## src/rtl/fpi_speed_ctl.sv

```systemverilog
// FPI speed scheduler: picks fast/slow/refresh-stretch per PH0 cycle and tracks Disk II motors.
// All state advances only on ph0_en; outputs are registered and stable for a whole PH0 cycle.
module fpi_speed_ctl #(
  parameter logic [19:0] MOTOR_HOLD     = 20'd0,
  parameter logic [7:0]  REFRESH_PERIOD = 8'd9
) (
  input  logic        clk_14M,
  input  logic        reset_n,
  input  logic        ph0_en,
  input  logic        cpu_valid,
  input  logic        we,
  input  logic        IO,
  input  logic [7:0]  bank,
  input  logic [15:0] addr,
  input  logic [7:0]  cyareg,
  input  logic [7:0]  shadow,
  output logic        slow,
  output logic        slow_cycle,
  output logic        stretch,
  output logic [3:0]  motor_on,
  output logic [1:0]  mode_state
);

  typedef enum logic [1:0] {
    ST_FAST         = 2'd0,
    ST_SLOW         = 2'd1,
    ST_FAST_REFRESH = 2'd2
  } state_t;

  state_t           state_q, state_d;
  logic [7:0]       refresh_cnt_q, refresh_cnt_d;
  logic [3:0]       motor_on_q, motor_on_d;
  logic [3:0][19:0] hold_cnt_q, hold_cnt_d;
  logic             slow_cycle_q, slow_cycle_d;

  logic       motor_acc;
  logic [1:0] motor_slot;
  logic       slow_req;
  logic       bank_lo;
  logic       shadow_hit;
  logic       slow_mem;
  logic       unused_bits;

  assign unused_bits = ^{cyareg[6:4], shadow[7:6], shadow[4:3]};

  // Slots C..F of the C0xx soft-switch page map onto motor index 0..3.
  assign motor_acc  = cpu_valid & IO & (addr[15:8] == 8'hC0) & (addr[7:4] >= 4'hC);
  assign motor_slot = addr[5:4];

  assign bank_lo    = (bank == 8'h00) | (bank == 8'h01);
  assign shadow_hit = (~shadow[0] & (addr >= 16'h0400) & (addr <= 16'h07FF))
                    | (~shadow[1] & (addr >= 16'h2000) & (addr <= 16'h3FFF))
                    | (~shadow[2] & (addr >= 16'h4000) & (addr <= 16'h5FFF))
                    | (~shadow[5] & (addr >= 16'h0800) & (addr <= 16'h0BFF));
  assign slow_mem   = (bank == 8'hE0) | (bank == 8'hE1)
                    | (bank_lo & (addr[15:12] == 4'hC))
                    | (bank_lo & we & shadow_hit);

  always_comb begin
    motor_on_d = motor_on_q;
    hold_cnt_d = hold_cnt_q;
    if (ph0_en) begin
      for (int n = 0; n < 4; n++) begin
        if (hold_cnt_q[n] != 20'd0) begin
          hold_cnt_d[n] = hold_cnt_q[n] - 20'd1;
          if (hold_cnt_q[n] == 20'd1) motor_on_d[n] = 1'b0;
        end
      end
      if (motor_acc) begin
        if (addr[3:0] == 4'h9) begin
          motor_on_d[motor_slot] = 1'b1;
          hold_cnt_d[motor_slot] = 20'd0;
        end else if ((addr[3:0] == 4'h8) && motor_on_q[motor_slot]) begin
          // A repeated off during a hold restarts the countdown.
          if (MOTOR_HOLD == 20'd0) begin
            motor_on_d[motor_slot] = 1'b0;
          end else begin
            motor_on_d[motor_slot] = 1'b1;
            hold_cnt_d[motor_slot] = MOTOR_HOLD;
          end
        end
      end
    end
  end

  // Uses the post-strobe motor state so slow drops on the same strobe the motor does.
  assign slow_req = ~cyareg[7] | (|(motor_on_d & cyareg[3:0]));

  always_comb begin
    state_d       = state_q;
    refresh_cnt_d = refresh_cnt_q;
    slow_cycle_d  = slow_cycle_q;
    if (ph0_en) begin
      case (state_q)
        ST_FAST: begin
          if (slow_req) begin
            state_d = ST_SLOW;
          end else if ((REFRESH_PERIOD != 8'd0) &&
                       (refresh_cnt_q == REFRESH_PERIOD - 8'd1)) begin
            state_d = ST_FAST_REFRESH;
          end else begin
            refresh_cnt_d = refresh_cnt_q + 8'd1;
          end
        end
        ST_FAST_REFRESH: begin
          refresh_cnt_d = 8'd0;
          state_d       = slow_req ? ST_SLOW : ST_FAST;
        end
        ST_SLOW: begin
          if (!slow_req) begin
            state_d       = ST_FAST;
            refresh_cnt_d = 8'd0;
          end
        end
        default: state_d = ST_FAST;
      endcase
      slow_cycle_d = (state_d == ST_SLOW) | (cpu_valid & slow_mem);
    end
  end

  always_ff @(posedge clk_14M) begin
    if (!reset_n) begin
      state_q       <= ST_FAST;
      refresh_cnt_q <= 8'd0;
      motor_on_q    <= 4'd0;
      hold_cnt_q    <= '0;
      slow_cycle_q  <= 1'b0;
    end else begin
      state_q       <= state_d;
      refresh_cnt_q <= refresh_cnt_d;
      motor_on_q    <= motor_on_d;
      hold_cnt_q    <= hold_cnt_d;
      slow_cycle_q  <= slow_cycle_d;
    end
  end

  assign slow       = (state_q == ST_SLOW);
  assign stretch    = (state_q == ST_FAST_REFRESH);
  assign slow_cycle = slow_cycle_q;
  assign motor_on   = motor_on_q;
  assign mode_state = state_q;

endmodule

```

## config.mk

```make
export PLATFORM = sky130hd
export DESIGN_NAME = fpi_speed_ctl
export DESIGN_NICKNAME = d
export VERILOG_FILES = /design/src/rtl/fpi_speed_ctl.sv
export SDC_FILE = /design/constraint.sdc
export NUM_CORES = 1
export LEC_CHECK = 0
export BUFFER_PORTS_ARGS = -buffer_cell sky130_fd_sc_hd__clkbuf_2
export CAP_MARGIN = 20
export CORE_MARGIN = 5
export CORE_UTILIZATION = 60
export CTS_CLUSTER_SIZE = 30
export DETAILED_ROUTE_END_ITERATION = 12
export PLACE_DENSITY = 0.86
export SYNTH_ARGS = -nofsm -noshare
export SYNTH_HDL_FRONTEND = slang
export SYNTH_SLANG_ARGS = --single-unit
```

## constraint.sdc

```tcl
create_clock -name clk_14M -period 7.65 [get_ports clk_14M]
set_clock_uncertainty 0.2 [all_clocks]
set_input_delay 0.3825 -clock clk_14M [delete_from_list [all_inputs] [get_ports clk_14M]]
set_output_delay 0.3825 -clock clk_14M [all_outputs]
set_load 0.01 [all_outputs]
```

# Yosys cells after proc, flatten, opt, wreduce, memory -nomap -nowiden
# Cells that the tools add are included.
# word_totals
register_bits	95
inputBits	46
out_inout_bits	9
wordCells	130
# op_classes
addsub	5
order_cmp	11
n_eq_ne	18
mux	42
n_bitwise	35
reduce_logical	11
# ops
op	n
2-to-1 mux 20 bit	9
2-to-1 mux 80 bit	2
AND 80 bit	1
== test 20 x 1 -> 1 bit, second input constant	4
NOT 80 bit	1
nonzero test 20 bit	4
subtractor 20 x 1 -> 20 bit, second input constant	4
demux 20 bit (select 2 bit)	1
== test 8 bit, second input constant	3
2-to-1 mux 8 bit	3
one-hot mux 8 bit (3 select lines)	1
>= comparator 16 x 11 -> 1 bit, second input constant	1
>= comparator 16 x 12 -> 1 bit, second input constant	1
>= comparator 16 x 14 -> 1 bit, second input constant	1
>= comparator 16 x 15 -> 1 bit, second input constant	1
<= comparator 16 x 11 -> 1 bit, second input constant	1
<= comparator 16 x 12 -> 1 bit, second input constant	1
<= comparator 16 x 14 -> 1 bit, second input constant	1
<= comparator 16 x 15 -> 1 bit, second input constant	1
2-to-1 mux 4 bit	4
AND 1 bit	15
2-to-1 mux 1 bit	15
== test 4 bit, second input constant	3
OR 1 bit	9
23 further kinds	35

# Logic depth before layout (Yosys ltp)
# Gate-level depths: netlist (run 1).
# logic_depth
depth_word	18
mapped_depth	11
mapped_depth_nobuf	10

# Worst setup path after synthesis (run 1)
# No wires, ideal clock.
# synth_timing
path_type	in2reg
startpoint	input addr[9]
endpoint	register refresh_cnt_q[2]
setup_ns	0.122
t_arrival_ns	2.661
required_time_ns	7.328
setup_slack_ns	4.667
path_stages	9
n_path_buf	1
cell_sequence	or4_1 nor4_1 nand4b_1 o22a_2 and4bb_2 nor3_1 buf_6 or2_1 o21ai_1
# synth_via
elab_chain_cells	10
word_cells_on_any_way	11
cone_classes	3 x eq/ne; 2 x mux; 4 x bitwise; 2 x reduce/logical
# synth_lines
item	line_no	text
from (decl)	14	input logic [15:0] addr,
== test 8 bit *	47	assign motor_acc = cpu_valid & IO & (addr[15:8] == 8'hC0) & (addr[7:4] >= 4'hC);
AND 1 bit * (2 in a row)	47	
2-to-1 mux 4 bit *	69	if (motor_acc) begin
2-to-1 mux 4 bit *	62	if (ph0_en) begin
AND 4 bit *	87	assign slow_req = ~cyareg[7] | (|(motor_on_d & cyareg[3:0]));
OR reduction 4 bit *	87	
OR 1 bit *	87	
!= test 2 bit (no source line)	n/a	
AND reduction 5 bit (no source line) *	n/a	
to (signal assigned)	130	refresh_cnt_q <= refresh_cnt_d;
to (decl)	31	logic [7:0] refresh_cnt_q, refresh_cnt_d;
# Mark *: on every way between the ends. The rest lies on a longest branch, timed or not.
# A chain may end at the register's enable or synchronous reset.

==> results.py, run 1 <==
metrics = {
    "run_status": {
        "status": "completed",
    },
    "worst_setup_path": {
        "critPathLaunchType": "input port",
        "cp-startpoint": "ph0_en",
        "cp.depth": 8,
        "crit_family": "simple AND/OR/NAND/NOR gates",
        "cp-end-kind": "flop",
        "r2r_start": "hold_cnt_q[48]",
        "slowest_delay_ns": 0.68,
        "reg2reg_depth": 9,
        "required_ns": 7.71,
        "crit_buf_inv": 2,
        "worstSetupPathType": "input port to flop",
        "path_cells": "clkbuf_2 > clkinv_1 > a41oi_1 > nor4b_2 > nand2_1 > or4_1 > xor2_1 > nor2_1",
        "crit_arrival_ns": 3.55,
        "cp_slowest_cell": "a41oi_1",
        "crit_fanout": 31,
    },
    "clock_network": {
        "htreeDepth": 3,
        "clockRootBuffer": "clkbuf_8",
        "path_clk_slew_ns": 0.10,
        "post_cts_resized": 0,
        "clock_path_buffers": 2,
        "post_cts_buffers": 0,
        "clock_latency_ns": 0.38,
        "cts.sinks": 95,
        "ctsHoldBuffers": 0,
        "cts_tree": "yes",
        "numCtsBuffers": 9,
    },
    "yosys": {
        "yosys-top-cells-area": "dfxtp_1 (38%), nor2_1 (8.1%), xnor2_1 (5.6%)",
        "syn_area_um2": 5020,
        "synth_edf_count": 0,
        "synth_cell_types": 62,
        "ys_seq_elements": 95,
        "synth-seq-area-share": 0.379,
        "synth_top_area_cell": "dfxtp_1",
        "yosysWarnings": 0,
        "synthesis.nets": 679,
        "synth_top_area_frac": 0.379,
        "synthFlopType": "dfxtp_1",
        "synthCells": 618,
        "async_flop_share": 0,
        "synth_area_per_cell_um2": 8.12,
    },
    "finish": {
        "final_cell_mix": "nor2_1 (108), dfxtp_1 (95), nand2_1 (47), clkbuf_2 (46), xnor2_1 (32)",
        "nNetsFinal": 725,
        "area_growth_pct": 10.5,
        "final_common_cell": "nor2_1",
        "drive_gt1_frac": 0.129,
        "num_antenna_cells": 0,
        "fill_cells": 665,
        "final_cell_area_um2": 5550,
        "postLayoutCoreUtil": 0.678,
    },
    "detailed_routing": {
        "vias": 4625,
        "drtIter0Drc": 346,
        "first_pass_iters": 5,
        "drt_wl_total_mm": 11.3,
        "drc_errors": 0,
        "routed_via_density": 5.98,
        "post_drt_wl_per_cell_um": 14.6,
        "ant_nets": 0,
    },
    "global_route": {
        "grtUsageMet3": 0.0551,
        "grt_most_used_layer": "met2",
        "overflow": 0,
        "use_met1": 0.269,
        "grt_pass1_wl_mm": 19.5,
        "track_usage": 0.232,
        "grt_pass1_vias": 4499,
        "antenna_found_initial": 0,
        "grt_max_degree": 39,
        "grt.met2_usage": 0.405,
    },
    "hold_path": {
        "holdCritPathClass": "input port to flop",
        "min-delay-start": "addr[4]",
        "hold_path_depth": 3,
    },
    "timing": {
        "slew_violations": 0,
        "fmax_mhz": 287,
        "grt_setup_unrepaired": "no",
        "fin_setup_tns_ns": 0,
        "relSlewSlack": 0.452,
        "setup_viol": 0,
        "finalCritPeriodShare": 0.456,
        "worstMarginPinSlew_ns": 0.812,
        "hold_viol_final": 0,
        "worst_slack_ns": 4.16,
        "finalCriticalPeriod_ns": 3.49,
    },
    "placement": {
        "placed_area_um2": 5320,
        "pre_cts_ws_ns": 3.68,
        "portBuffers": 46,
        "gp_congestion": 0.846,
        "dpl.hpwl_mm": 8.16,
    },
    "die": {
        "core_area_um2": 8180,
        "fp.dieArea_um2": 10300,
        "fp.dieW_um": 101,
        "start_util": 0.614,
        "rows": 33,
        "die_h_um": 101,
        "io_pins": 55,
    },
    "power": {
        "finalPower_mw": 2.07,
        "ir_drop_v": 0.000213,
        "p_per_area_nw_per_um2": 373,
        "p_leak_nw": 2.15,
    },
    "flow_run": {
        "cap_violations": 0,
    },
}
==> flip-flops by register name, summed over array words and instances, names as in the netlist <==
| register | cells |
|---|---|
| slow_cycle | 1 |
| mode_state | 2 |
| refresh_cnt_q | 8 |
| hold_cnt_q | 80 |
| motor_on | 4 |
==> tightest hold or removal path, stage by stage <==
cell,delay [ns]
clkbuf_2,0.13
nand4b_1,0.14
a21boi_0,0.09
==> synth_stat cells (all sizes together) (5+ instances only) <==
| cell | n |
|---|---|
| ha | 15 |
| nor3 | 28 |
| o21ai | 25 |
| nand2b | 5 |
| a21oi | 27 |
| or2 | 6 |
| or3 | 11 |
| and3 | 7 |
| dfxtp | 95 |
| or4 | 19 |
| a211oi | 6 |
| nor2b | 10 |
| nand3b | 9 |
| nor4 | 23 |
| inv | 24 |
| clkbuf | 12 |
| xnor2 | 32 |
| nand3 | 16 |
| o21a | 6 |
| a21boi | 8 |
| nand2 | 47 |
| nor2 | 108 |
| xor2 | 17 |
| o211ai | 11 |
==> layout make-up <==
type / instances / area [µm²] / area share
inverter: 25 / 93.8 / 0.0169
multi-input combinational: 484 / 2960 / 0.534
timing repair buffer: 49 / 253 / 0.0456
clock inverter: 7 / 78.8 / 0.0142
clock buffer: 9 / 124 / 0.0223
tap: 105 / 131 / 0.0237
sequential: 95 / 1900 / 0.343
==> cells by family (layout without fill, tap and decap cells) <==
family,after synthesis,in the layout,synth area share
buffers and inverters,39,90,0.0309
adders and majority gates,15,15,0.0374
AOI/OAI and AO/OA,103,103,0.134
muxes,2,2,0.00424
xor gates and xnor gates,49,49,0.0855
and+or+nand+nor,315,315,0.329
DFF,95,95,0.379
==> metal layers <==
layer | part of all wire | vias to the layer above
met5 | 0 | -
met4 | 0.027 | 0
met3 | 0.063 | 30
met2 | 0.48 | 146
met1 | 0.43 | 2156
li1 | - | 2293
==> path summary, 6_finish.rpt <==
kind | to | slack (ns)
setup / recovery | hold_cnt_q[51] | 4.16
hold / removal | motor_on[1] | 0.21
setup reg to reg | refresh_cnt_q[1] | 4.20
hold reg to reg | hold_cnt_q[47] | 0.29
==> where the power goes <==
part / total [mW] / internal (mW) / switching [mW]
Clock: 0.348 / 0.155 / 0.193
Sequential: 0.774 / 0.634 / 0.140
Combinational: 0.944 / 0.391 / 0.554
Total: 2.07 / 1.18 / 0.886
==> metrics by stage <==
stage | instances | hold slack [ns]
global placement | 755 | 0.259
finish | 774 | 0.207
CTS | 771 | 0.203
floorplan | 618 | 0.249
detailed placement | 755 | 0.277
global route | 774 | 0.220
No activity file was read; power rests on OpenSTA's default activity.
==> run 2, diff against run 1 <==
Settings changed: CORE_UTILIZATION 60 to 53, PLACE_DENSITY 0.86 to 0.81.
Clock period 7.65 ns to 2.8 ns, I/O delays scaled along.
==> results.py, run 2 (synthesized netlist as in run 1, its figures left out) <==
metrics = {
    "finish": {
        "largest_reg_flops": 80,
        "nNetsFinal": 789,
        "postLayoutCoreUtil": 0.670,
        "final_cell_area_um2": 6190,
        "final_common_cell": "nor2_1",
        "area_growth_pct": 23.4,
        "final_cell_mix": "nor2_1 (108), dfxtp_1 (93), buf_4 (67), nand2_1 (47), clkbuf_2 (46)",
        "num_antenna_cells": 0,
        "drive_gt1_frac": 0.226,
        "fill_cells": 760,
        "max_flop_register": "hold_cnt_q",
    },
    "die": {
        "core_area_um2": 9240,
        "io_pins": 55,
        "rows": 35,
        "die_h_um": 107,
        "start_util": 0.543,
        "fp.dieW_um": 107,
        "fp.dieArea_um2": 11500,
    },
    "detailed_routing": {
        "drt_wl_total_mm": 12.2,
        "drtIter0Drc": 236,
        "highest_layer": "met4",
        "post_drt_wl_per_cell_um": 14.1,
        "met1_length_mm": 5.10,
        "drc_errors": 0,
        "vias": 4892,
        "met3WireLength_um": 739,
        "first_pass_iters": 5,
        "ant_nets": 0,
        "wl_met2_mm": 6.10,
        "routed_via_density": 5.68,
    },
    "flow_run": {
        "cap_violations": 0,
    },
    "run_status": {
        "violations": "setup timing",
        "status": "complete, but fails checks",
    },
    "clock_network": {
        "clockRootBuffer": "clkbuf_8",
        "htreeDepth": 3,
        "path_clk_slew_ns": 0.10,
        "clock_path_buffers": 2,
        "clock_latency_ns": 0.37,
        "numCtsBuffers": 9,
        "cts_tree": "yes",
        "cts.sinks": 95,
    },
    "power": {
        "ir_drop_v": 0.000684,
        "p_leak_nw": 2.52,
        "p_per_area_nw_per_um2": 1040,
    },
    "global_route": {
        "track_usage": 0.215,
        "grt_pass1_vias": 4812,
        "grt_max_degree": 25,
        "antenna_found_initial": 0,
        "grt_pass1_wl_mm": 20.5,
        "overflow": 0,
    },
    "worst_setup_path": {
        "required_ns": 2.87,
        "crit_top_cell": "or4_4",
        "worstSetupPathType": "flop to flop",
        "slowest_delay_ns": 0.59,
        "crit_buf_inv": 0,
        "r2r_start": "hold_cnt_q[63]",
        "crit_arrival_ns": 3.04,
        "path_cells": "or4_1 > or4_4 > or4_4 > or3_4 > nor2b_4 > o21ai_2 > o31ai_1 > and2_1",
        "cp-end-kind": "flop",
        "cp-startpoint": "hold_cnt_q[63]",
        "crit_family": "simple AND/OR/NAND/NOR gates",
        "crit_fanout": 4,
        "cp_slowest_cell": "or4_4",
        "critPathLaunchType": "flop",
    },
    "timing": {
        "grt_setup_unrepaired": "yes",
        "slew_violations": 0,
        "worstMarginPinSlew_ns": 0.627,
        "finalCriticalPeriod_ns": 2.97,
        "worst_slack_ns": -0.167,
        "relSlewSlack": 0.578,
        "setup_viol": 11,
        "fmax_mhz": 337,
        "finalCritPeriodShare": 1.06,
        "hold_viol_final": 0,
    },
    "placement": {
        "portBuffers": 46,
        "dpl.hpwl_mm": 8.99,
        "gp_congestion": 0.910,
        "placed_area_um2": 5860,
    },
    "hold_path": {
        "min-delay-start": "bank[4]",
        "holdCritPathClass": "input port to flop",
    },
}
-- run 2: layout make-up --
type | instances | area (µm²) | share of cell area
inverter | 25 | 93.8 | 0.0152
tap | 129 | 161 | 0.0261
clock inverter | 6 | 115 | 0.0186
sequential | 95 | 1900 | 0.308
multi-input combinational | 484 | 3060 | 0.494
timing repair buffer | 113 | 733 | 0.118
clock buffer | 10 | 128 | 0.0206
-- run 2: worst paths after layout --
kind / endpoint / slack (ns) / cells after the start
min reg2reg: hold_cnt_q[0] / 0.28 / 2
max reg2reg: hold_cnt_q[79] / -0.17 / 8
max: hold_cnt_q[79] / -0.17 / 8
min: slow_cycle / 0.07 / 5
-- run 2: per-layer routing --
layer,GRT usage,up-vias
met4,0.0557,0
met5,0,-
met1,0.252,2298
met3,0.0486,21
met2,0.392,155
li1,-,2418
-- run 2: per-stage QoR --
step	cells	total power, mW	setup slack [ns]	hold WS (ns)	setup TNS, ns
finish	862	6.44	-0.167	0.0660	-1.14
global route	862	6.92	-0.256	0.0674	-2.08
CTS	861	6.37	-0.165	0.0514	-0.997
detailed placement	844	5.21	-0.332	0.268	-2.58
global placement	844	5.08	-0.246	0.259	-1.91
floorplan	618	4.17	-0.104	0.164	-0.104
-- run 2: worst min-delay path, delay by kind of cell --
kind	cells	cell delay (ns)
buffers and inverters	1	0.07
and+or+nand+nor	1	0.03
AOI/OAI and AO/OA	3	0.35
-- run 2: repair_timing --
| item | 4_1_cts | 5_1_grt |
|---|---|---|
| endpoints found under the setup margin | 12 | 25 |
| pin swaps | 1 | 2 |
| setup buffers | 1 | 1 |
| resized for setup | 2 | 14 |
| hold buffers | 0 | 0 |
-- run 2: report_power, final --
| group | switching, mW | internal, mW |
|---|---|---|
| Combinational | 1.68 | 1.57 |
| Clock | 0.500 | 0.600 |
| Sequential | 0.355 | 1.73 |
| Total | 2.53 | 3.91 |
==> run 3, diff against run 2 <==
Settings changed: CORE_UTILIZATION 53 to 55, CTS_BUF_LIST set to sky130_fd_sc_hd__clkbuf_4, PLACE_DENSITY 0.81 to 0.83.
==> results.py, run 3 (synthesized netlist as in run 1, its figures left out) <==
metrics = {
    "clock_network": {
        "cts.sinks": 95,
        "clock_latency_ns": 0.46,
        "clockRootBuffer": "clkbuf_4",
        "clock_path_buffers": 2,
        "htreeDepth": 3,
        "path_clk_slew_ns": 0.16,
        "cts_tree": "yes",
        "numCtsBuffers": 9,
    },
    "placement": {
        "portBuffers": 46,
        "gp_congestion": 0.889,
        "pre_cts_ws_ns": -0.345,
        "dpl.hpwl_mm": 9.08,
    },
    "power": {
        "swShare": 0.420,
        "p_leak_nw": 2.56,
        "seqPwrFrac": 0.342,
        "p_per_area_nw_per_um2": 968,
        "power_frac_clock": 0.123,
        "netSwitchingPower_mw": 2.55,
        "finalPower_mw": 6.09,
        "intPower_mw": 3.53,
        "ir_drop_v": 0.000818,
        "combinationalPowerShare": 0.535,
    },
    "global_route": {
        "grt_pass1_vias": 5029,
        "antenna_found_initial": 0,
        "track_usage": 0.229,
        "grt_max_degree": 23,
        "grt_pass1_wl_mm": 21.8,
        "overflow": 0,
    },
    "finish": {
        "postLayoutCoreUtil": 0.714,
        "num_antenna_cells": 0,
        "final_common_cell": "nor2_1",
        "nNetsFinal": 806,
        "final_cell_mix": "nor2_1 (105), dfxtp_1 (90), buf_4 (75), nand2_1 (47), clkbuf_2 (46)",
        "largest_reg_flops": 80,
        "drive_gt1_frac": 0.252,
        "area_growth_pct": 25.3,
        "max_flop_register": "hold_cnt_q",
    },
    "die": {
        "die_h_um": 106,
        "start_util": 0.570,
        "io_pins": 55,
        "fp.dieW_um": 106,
        "fp.dieArea_um2": 11100,
        "rows": 34,
        "core_area_um2": 8810,
    },
    "detailed_routing": {
        "drtIter0Drc": 286,
        "post_drt_wl_per_cell_um": 14.6,
        "drt_wl_total_mm": 12.5,
        "vias": 5003,
        "ant_nets": 0,
        "drc_errors": 0,
        "routed_via_density": 5.83,
        "first_pass_iters": 5,
    },
    "timing": {
        "finalCriticalPeriod_ns": 3.01,
        "worst_slack_ns": -0.210,
        "setup_viol": 11,
        "finalCritPeriodShare": 1.07,
        "hold_slack_ns": 0.0198,
        "slew_violations": 0,
        "fmax_mhz": 332,
        "relSlewSlack": 0.541,
        "hold_viol_final": 0,
        "grt_setup_unrepaired": "yes",
        "worstMarginPinSlew_ns": 0.682,
    },
    "flow_run": {
        "cap_violations": 0,
    },
    "hold_path": {
        "min_to": "motor_on[3]",
        "hold_path_depth": 2,
        "min-delay-start": "reset_n",
        "holdCritPathClass": "input port to flop",
    },
    "worst_setup_path": {
        "critPathLaunchType": "flop",
        "reg2reg_slack_ns": -0.21,
        "cp-end-kind": "flop",
        "crit_fanout": 3,
        "r2r_start": "hold_cnt_q[62]",
        "required_ns": 2.96,
        "crit_arrival_ns": 3.17,
        "worstSetupPathType": "flop to flop",
        "timing.rr.end": "hold_cnt_q[79]",
        "reg2reg_depth": 8,
    },
    "run_status": {
        "status": "complete, but fails checks",
        "violations": "setup timing",
    },
}
## run 3: cell types whose count changed in the layout (fill, tap and decap cells not counted), moves of 3 or more
cell / delta
buf_6: +3
dlygate4sd3_1: +6
dfxtp_1: -3
nor2_1: -3
buf_4: +8
clkbuf_8: -9
clkbuf_4: +10
dfxtp_2: +3
## run 3: area by class of cell
| type | instances | area [µm²] |
|---|---|---|
| Clock inverter | 6 | 61.3 |
| Fill cell | 640 | 2520 |
| Sequential cell | 95 | 1910 |
| Tap cell | 108 | 135 |
| Clock buffer | 10 | 75.1 |
| Inverter | 25 | 93.8 |
| Timing Repair Buffer | 130 | 887 |
| Multi-Input combinational cell | 484 | 3130 |
## run 3: layer usage
layer / GRT usage / up-vias / part of all wire
li1: - / 2461 / -
met1: 0.272 / 2367 / 0.42
met2: 0.413 / 151 / 0.51
met3: 0.0410 / 24 / 0.051
met4: 0.0833 / 0 / 0.021
met5: 0 / - / 0
## run 3: worst max-delay path by stage
stage / start / end / slack, ns / cells after the start
6_report: hold_cnt_q[62] / hold_cnt_q[79] / -0.21 / 8
5_1_grt: hold_cnt_q[62] / hold_cnt_q[79] / -0.27 / 8
4_1_cts: hold_cnt_q[64] / hold_cnt_q[79] / -0.15 / 8
3_5_place_dp: addr[9] / refresh_cnt_q[5] / -0.35 / 10
3_3_place_gp: addr[9] / refresh_cnt_q[4] / -0.18 / 10
2_1_floorplan: hold_cnt_q[71] / hold_cnt_q[79] / -0.10 / 8
## run 3: power groups by stage
stage / registers [mW] / logic [mW] / clock network (mW)
final: 2.08 / 3.26 / 0.751
after global routing: 2.13 / 3.64 / 0.821
after CTS: 2.06 / 3.16 / 0.758
after detailed placement: 2.08 / 3.04 / 0
after global placement: 2.06 / 2.90 / 0
after floorplan: 2.06 / 2.12 / 0
## run 3: stage by stage
| stage | TNS [ns] | std cells | area [µm²] |
|---|---|---|---|
| floorplan | -0.104 | 618 | 5040 |
| global placement | -1.59 | 822 | 5820 |
| detailed placement | -2.82 | 822 | 5820 |
| CTS | -0.777 | 850 | 6120 |
| global route | -2.33 | 858 | 6290 |
| finish | -1.39 | 858 | 6290 |
## run 3: critical path, stage by stage (launching register included)
cell and delay, ns:
dfxtp_2 0.35, or4_1 0.52, or4_4 0.58, or4_4 0.43, or3_4 0.35, nor2b_4 0.14
o21ai_2 0.12, o31ai_1 0.08, and2_1 0.16
## run 3: what timing repair did
| action | 4_1_cts | 5_1_grt |
|---|---|---|
| hold buffers | 6 | 0 |
| pin swaps | 2 | 8 |
| gates resized for setup | 13 | 23 |
| setup endpoints to repair | 16 | 35 |
| buffers inserted | 6 | 8 |
| endpoints found under the hold margin | 4 | 0 |
